--- config.mk ---
export PLATFORM = sky130hd
export DESIGN_NAME = fpu_zhinx_issue_unit
export DESIGN_NICKNAME = d
export VERILOG_FILES = /design/src/rtl/fpu_zhinx_issue_unit.sv
export SDC_FILE = /design/constraint.sdc
export NUM_CORES = 1
export LEC_CHECK = 0
export ABC_AREA = 1
export CORE_MARGIN = 5
export CORE_UTILIZATION = 35
export DETAILED_ROUTE_END_ITERATION = 6
export PLACE_DENSITY = 0.6
export SLEW_MARGIN = 10
export SYNTH_ARGS = -nofsm -noshare
export SYNTH_HDL_FRONTEND = slang
export SYNTH_SLANG_ARGS = --single-unit
--- constraint.sdc ---
create_clock -name CLK -period 3.1 [get_ports CLK]
set_input_delay 0.62 -clock CLK [delete_from_list [all_inputs] [get_ports CLK]]
set_output_delay 0.62 -clock CLK [all_outputs]
set_load 0.01 [all_outputs]
--- src/rtl/fpu_zhinx_issue_unit.sv ---
// Zhinx FP16 issue front end.
// Takes one FP op at a time from the integer pipeline, launches it on an
// external variable-latency core, and queues the sign-extended result with
// its tag in a small first-word-fall-through response FIFO. A watchdog turns
// a hung core into a canonical-NaN response flagged with rsp_timeout.
//
//   state    | meaning
//   ---------+---------------------------------------------------------
//   ST_IDLE  | ready for a request when a FIFO slot is free
//   ST_ISSUE | one-cycle core_start pulse, watchdog counter cleared
//   ST_WAIT  | waiting for core_done or watchdog expiry
module fpu_zhinx_issue_unit #(
  parameter int unsigned XLEN        = 32,
  parameter int unsigned TAG_W       = 4,
  parameter int unsigned OP_W        = 5,
  parameter int unsigned RSP_DEPTH   = 4,
  parameter int unsigned TIMEOUT_CYC = 64
) (
  input  logic             CLK,
  input  logic             nRST,
  input  logic             req_valid,
  output logic             req_ready,
  input  logic [TAG_W-1:0] req_tag,
  input  logic [OP_W-1:0]  operation,
  input  logic [XLEN-1:0]  req_a,
  input  logic [XLEN-1:0]  req_b,
  output logic             core_start,
  output logic [OP_W-1:0]  core_op,
  output logic [15:0]      core_a,
  output logic [15:0]      core_b,
  input  logic             core_done,
  input  logic [15:0]      core_out,
  output logic             rsp_valid,
  input  logic             rsp_ready,
  output logic [TAG_W-1:0] rsp_tag,
  output logic [XLEN-1:0]  rsp_out,
  output logic             rsp_timeout,
  output logic             busy
);

  localparam int unsigned CNT_W = (TIMEOUT_CYC > 1) ? $clog2(TIMEOUT_CYC) : 1;
  localparam int unsigned TO_M1 = (TIMEOUT_CYC > 0) ? TIMEOUT_CYC - 1 : 0;
  localparam logic [CNT_W-1:0] TO_LAST = TO_M1[CNT_W-1:0];
  localparam int unsigned PTR_W = (RSP_DEPTH > 1) ? $clog2(RSP_DEPTH) : 1;
  localparam int unsigned FC_W = $clog2(RSP_DEPTH + 1);
  localparam logic [PTR_W-1:0] PTR_LAST = PTR_W'(RSP_DEPTH - 1);
  localparam logic [FC_W-1:0] FIFO_FULL = FC_W'(RSP_DEPTH);
  localparam logic [15:0] CANON_NAN = 16'h7E00;

  typedef enum logic [1:0] {
    ST_IDLE  = 2'd0,
    ST_ISSUE = 2'd1,
    ST_WAIT  = 2'd2
  } state_t;

  state_t state_q, state_d;
  logic [TAG_W-1:0] tag_q, tag_d;
  logic [OP_W-1:0] op_q, op_d;
  logic [15:0] a_q, a_d;
  logic [15:0] b_q, b_d;
  logic [CNT_W-1:0] cnt_q, cnt_d;
  logic core_start_q, core_start_d;

  logic push;
  logic pop;
  logic [15:0] push_res;
  logic push_to;
  logic timeout_hit;

  logic [FC_W-1:0] count_q, count_d;
  logic [PTR_W-1:0] wr_ptr_q, wr_ptr_d;
  logic [PTR_W-1:0] rd_ptr_q, rd_ptr_d;
  logic [TAG_W-1:0] mem_tag_q [RSP_DEPTH];
  logic [TAG_W-1:0] mem_tag_d [RSP_DEPTH];
  logic [15:0] mem_res_q [RSP_DEPTH];
  logic [15:0] mem_res_d [RSP_DEPTH];
  logic mem_to_q [RSP_DEPTH];
  logic mem_to_d [RSP_DEPTH];

  // Only the low half of each operand feeds the FP16 core.
  logic unused_operand_hi;
  assign unused_operand_hi = ^{req_a[XLEN-1:16], req_b[XLEN-1:16]};

  // A free FIFO slot is reserved at accept, so a later push can never overflow.
  assign req_ready = nRST && (state_q == ST_IDLE) && (count_q < FIFO_FULL);
  assign busy = (state_q != ST_IDLE);
  assign core_start = core_start_q;
  assign core_op = op_q;
  assign core_a = a_q;
  assign core_b = b_q;

  assign timeout_hit = (TIMEOUT_CYC != 0) && (cnt_q == TO_LAST);

  // Sequencer next-state: latch at accept, pulse start, then wait for done or watchdog.
  always_comb begin
    state_d = state_q;
    tag_d = tag_q;
    op_d = op_q;
    a_d = a_q;
    b_d = b_q;
    cnt_d = cnt_q;
    core_start_d = 1'b0;
    push = 1'b0;
    push_res = 16'h0000;
    push_to = 1'b0;
    case (state_q)
      ST_IDLE: begin
        if (req_valid && req_ready) begin
          tag_d = req_tag;
          op_d = operation;
          a_d = req_a[15:0];
          b_d = req_b[15:0];
          core_start_d = 1'b1;
          state_d = ST_ISSUE;
        end
      end
      ST_ISSUE: begin
        cnt_d = '0;
        state_d = ST_WAIT;
      end
      ST_WAIT: begin
        // A result arriving on the expiry cycle still beats the watchdog.
        if (core_done) begin
          push = 1'b1;
          push_res = core_out;
          state_d = ST_IDLE;
        end else if (timeout_hit) begin
          push = 1'b1;
          push_res = CANON_NAN;
          push_to = 1'b1;
          state_d = ST_IDLE;
        end else begin
          cnt_d = cnt_q + CNT_W'(1);
        end
      end
      default: begin
        state_d = ST_IDLE;
      end
    endcase
  end

  // Sequencer registers, including the registered core-side outputs.
  always_ff @(posedge CLK) begin
    if (!nRST) begin
      state_q <= ST_IDLE;
      tag_q <= '0;
      op_q <= '0;
      a_q <= '0;
      b_q <= '0;
      cnt_q <= '0;
      core_start_q <= 1'b0;
    end else begin
      state_q <= state_d;
      tag_q <= tag_d;
      op_q <= op_d;
      a_q <= a_d;
      b_q <= b_d;
      cnt_q <= cnt_d;
      core_start_q <= core_start_d;
    end
  end

  // Response FIFO next-state: circular buffer, pop before push keeps order.
  always_comb begin
    pop = rsp_valid && rsp_ready;
    count_d = count_q;
    wr_ptr_d = wr_ptr_q;
    rd_ptr_d = rd_ptr_q;
    mem_tag_d = mem_tag_q;
    mem_res_d = mem_res_q;
    mem_to_d = mem_to_q;
    if (push) begin
      mem_tag_d[wr_ptr_q] = tag_q;
      mem_res_d[wr_ptr_q] = push_res;
      mem_to_d[wr_ptr_q] = push_to;
      wr_ptr_d = (wr_ptr_q == PTR_LAST) ? '0 : wr_ptr_q + PTR_W'(1);
    end
    if (pop) begin
      rd_ptr_d = (rd_ptr_q == PTR_LAST) ? '0 : rd_ptr_q + PTR_W'(1);
    end
    if (push && !pop) begin
      count_d = count_q + FC_W'(1);
    end else if (!push && pop) begin
      count_d = count_q - FC_W'(1);
    end
  end

  // FIFO pointers and occupancy; reset empties the queue.
  always_ff @(posedge CLK) begin
    if (!nRST) begin
      count_q <= '0;
      wr_ptr_q <= '0;
      rd_ptr_q <= '0;
    end else begin
      count_q <= count_d;
      wr_ptr_q <= wr_ptr_d;
      rd_ptr_q <= rd_ptr_d;
    end
  end

  // FIFO storage; contents are never visible while empty, so no reset needed.
  always_ff @(posedge CLK) begin
    mem_tag_q <= mem_tag_d;
    mem_res_q <= mem_res_d;
    mem_to_q <= mem_to_d;
  end

  assign rsp_valid = (count_q != '0);
  assign rsp_tag = rsp_valid ? mem_tag_q[rd_ptr_q] : '0;
  assign rsp_out = rsp_valid ? {{(XLEN-16){mem_res_q[rd_ptr_q][15]}}, mem_res_q[rd_ptr_q]} : '0;
  assign rsp_timeout = rsp_valid ? mem_to_q[rd_ptr_q] : 1'b0;

endmodule

==> impl_metrics.env <==
export IMPL_critPathBufInv=4
export IMPL_postSynthAreaPerCell_sq_um=9.614
export IMPL_final_max_slew_viol_count=0
export IMPL_cts_buffers=17
export IMPL_grt_overflow=0
export IMPL_drt_iter0_drc=201
export IMPL_synth_largest_area_cell="edfxtp_1"
export IMPL_insertion_delay_ns=0.42
export IMPL_cts_htree_levels=4
export IMPL_fmax_mhz=347.6
export IMPL_crit_type="flip-flop to primary output"
export IMPL_slowest_stage="clkdlybuf4s50_1"
export IMPL_synthTopCellsByArea="edfxtp_1, dfxtp_1, nor2_1"
export IMPL_clk_pin_slew_ns=0.06
export IMPL_design_area_sq_um=8060
export IMPL_syn_area_sq_um=5807
export IMPL_viasPerCell=4.556
export IMPL_pwr_share_seq_pct=31.3
export IMPL_place_area_sq_um=7382
export IMPL_hpwl_mm=9.198
export IMPL_final_util_pct=49.13
export IMPL_grt_pass1_vias=4454
export IMPL_relSlewSlack_pct=59.86
export IMPL_antenna_found_initial=0
export IMPL_swShare_pct=30.74
export IMPL_final_cell_mix="clkdlybuf4s50_1, nor2_1, nand2_1"
export IMPL_drive_gt1_share_pct=9.720
export IMPL_cap_viol_max_count=0
export IMPL_antennaDiodeCount=0
export IMPL_syn_inst=604
export IMPL_rsz0062_at_grt="false"
export IMPL_period_share_pct=92.79
export IMPL_yosys_area_top_type_share_pct=43.44
export IMPL_routed_wirelength_mm=13.75
export IMPL_syn_to_final_growth_pct=38.81
export IMPL_cts_tree="done"
export IMPL_status="completed"
export IMPL_skew_ns=0.009343
export IMPL_crit_required_ns=2.48
export IMPL_seq_area_frac_synth_pct=63.09
export IMPL_whs_ns=0.4620
export IMPL_core_rowCount=47
export IMPL_ys_ff_latch=141
export IMPL_total_power_mw=6.986
export IMPL_p_clk_share_pct=32.5
export IMPL_dr_total_vias=4424
export IMPL_drc=0
export IMPL_worst_path_largest_cell_delay_ns=0.56
export IMPL_io_buffers=139
export IMPL_nets=840
export IMPL_syn_nets=706
export IMPL_final_common_cell="clkdlybuf4s50_1"
export IMPL_powerDensity_nw_per_um2=866.8
export IMPL_hold_violations=0
export IMPL_combPwrFrac_pct=36.2
export IMPL_die_h_um=138.8
export IMPL_initial_utilization_pct=35.39
export IMPL_grt_pass1_wl_mm=22.25
export IMPL_path_cells="inv_1, buf_4, o21ai_0, a21oi_1, buf_4, clkdlybuf4s50_1"
export IMPL_final_antenna_net_count=0
export IMPL_cts_sinks=141
export IMPL_wl_per_cell_um=14.16
export IMPL_tns_ns=0
export IMPL_finalSetupViolations=0
export IMPL_ir_drop_mv=0.4736
export IMPL_p_switching_mw=2.147
export IMPL_synth_distinct_cells=26
export IMPL_dieWidth_um=138.8
export IMPL_grt_max_degree=43
export IMPL_hp_class="flip-flop to flip-flop"
export IMPL_cp_end_kind="primary output"
export IMPL_cts_root_buf="clkbuf_16"
export IMPL_die_area_sq_um=19270
export IMPL_worstPathArrival_ns=2.26
export IMPL_firstDrtPassIters=4
export IMPL_tightest_slew_ns=0.6015
export IMPL_layout_min_cycle_time_ns=2.876
export IMPL_internal_power_mw=4.839
export IMPL_path_max_fanout=17
export IMPL_cts_max_path_buffers=2
export IMPL_gp_congestion=0.7851
export IMPL_design_core_area_sq_um=16410
export IMPL_critical_path_top_delay_family="buffers and inverters"
export IMPL_hold_buffers=0
export IMPL_ys_warnings_count=0
export IMPL_io_pins=172
export IMPL_cp_start_kind="flip-flop"
export IMPL_grt_use_total_pct=14.31
export IMPL_cpMostUsedCell="buf_4"
export IMPL_p_leak_nw=2.919
## through the flow
step                      setup slack, ns  cells
after detailed placement           0.4440    938
final                              0.2235    971
after global routing              0.06142    971
after global placement             0.4723    938
after CTS                         0.02121    970
after floorplan                    0.6131    604
## cells by family after synthesis
| group | after synthesis | share of synthesized area (%) |
|---|---|---|
| AOI/OAI and AO/OA | 122 | 10.52 |
| adders and majority gates | 8 | 1.853 |
| buffers and inverters | 75 | 6.873 |
| DFF | 141 | 63.09 |
| and+or+nand+nor | 258 | 17.67 |
## Yosys cell counts (all sizes together)
master	count
a21oi	72
buf	33
clkbuf	14
clkinv	1
dfxtp	57
edfxtp	84
fa	1
ha	7
inv	27
nand2	118
nand3	7
nand3b	2
nor2	130
nor3	1
o21ai	50
## worst register-to-register path, stage by stage, from the launching register on
cell and delay (ns):
dfxtp_1 0.38, ha_1 0.19, nand2_1 0.09, inv_1 0.06
nand2_1 0.12, nand2_1 0.13, nand2_1 0.08, inv_1 0.10
ha_1 0.15, inv_1 0.07, fa_1 0.37, a21oi_1 0.14
o21ai_0 0.11, nor2_1 0.10, nor2_1 0.05
## metal layers
metal  GRT usage, %  wire (um)  vias up
met5              0          0        -
met4          4.480        167        0
met2          24.47       6450      153
li1               -          -     2254
met3          6.138       1264       15
met1          16.22       5869     2002
## state kept, by name (all words and copies together), names as in the netlist
name / flops
count_q: 3
tag_q: 4
mem_to_q: 4
wr_ptr_q: 2
core_op: 5
core_b: 16
core_a: 16
mem_tag_q: 16
mem_res_q: 64
core_start: 1
state_q: 2
cnt_q: 6
rd_ptr_q: 2
## final timing paths
path / from / slack, ns / depth (start not counted) / end
min: core_a[9] / 0.46 / 2 / core_a[9]
max: rd_ptr_q[0] / 0.22 / 6 / rsp_out[18]
max reg2reg: cnt_q[0] / 0.86 / 14 / count_q[2]
min reg2reg: core_a[9] / 0.46 / 2 / core_a[9]
## power by group through the flow
stage	Sequential, mW	Combinational (mW)	Clock, mW
3_5_place_dp	2.22	2.54	0
6_report	2.18	2.53	2.27
4_1_cts	2.18	2.54	2.31
3_3_place_gp	2.22	2.51	0
5_1_grt	2.20	2.78	2.40
2_1_floorplan	2.22	1.41	0
## layout make-up
| cell class | count | area [sq um] |
|---|---|---|
| clock buffer | 18 | 429.2 |
| clock inverter | 14 | 236.5 |
| fill | 1456 | 8347 |
| inverter | 28 | 111.4 |
| multi-input combinational | 388 | 1754 |
| sequential | 141 | 3665 |
| tap | 220 | 275.3 |
| timing repair buffer | 162 | 1589 |
## repair_timing
action                     CTS  global route
setup endpoints to repair    0            27
setup buffers                0             1
gates resized for setup      0             2
(Power assumes the default switching activity.)
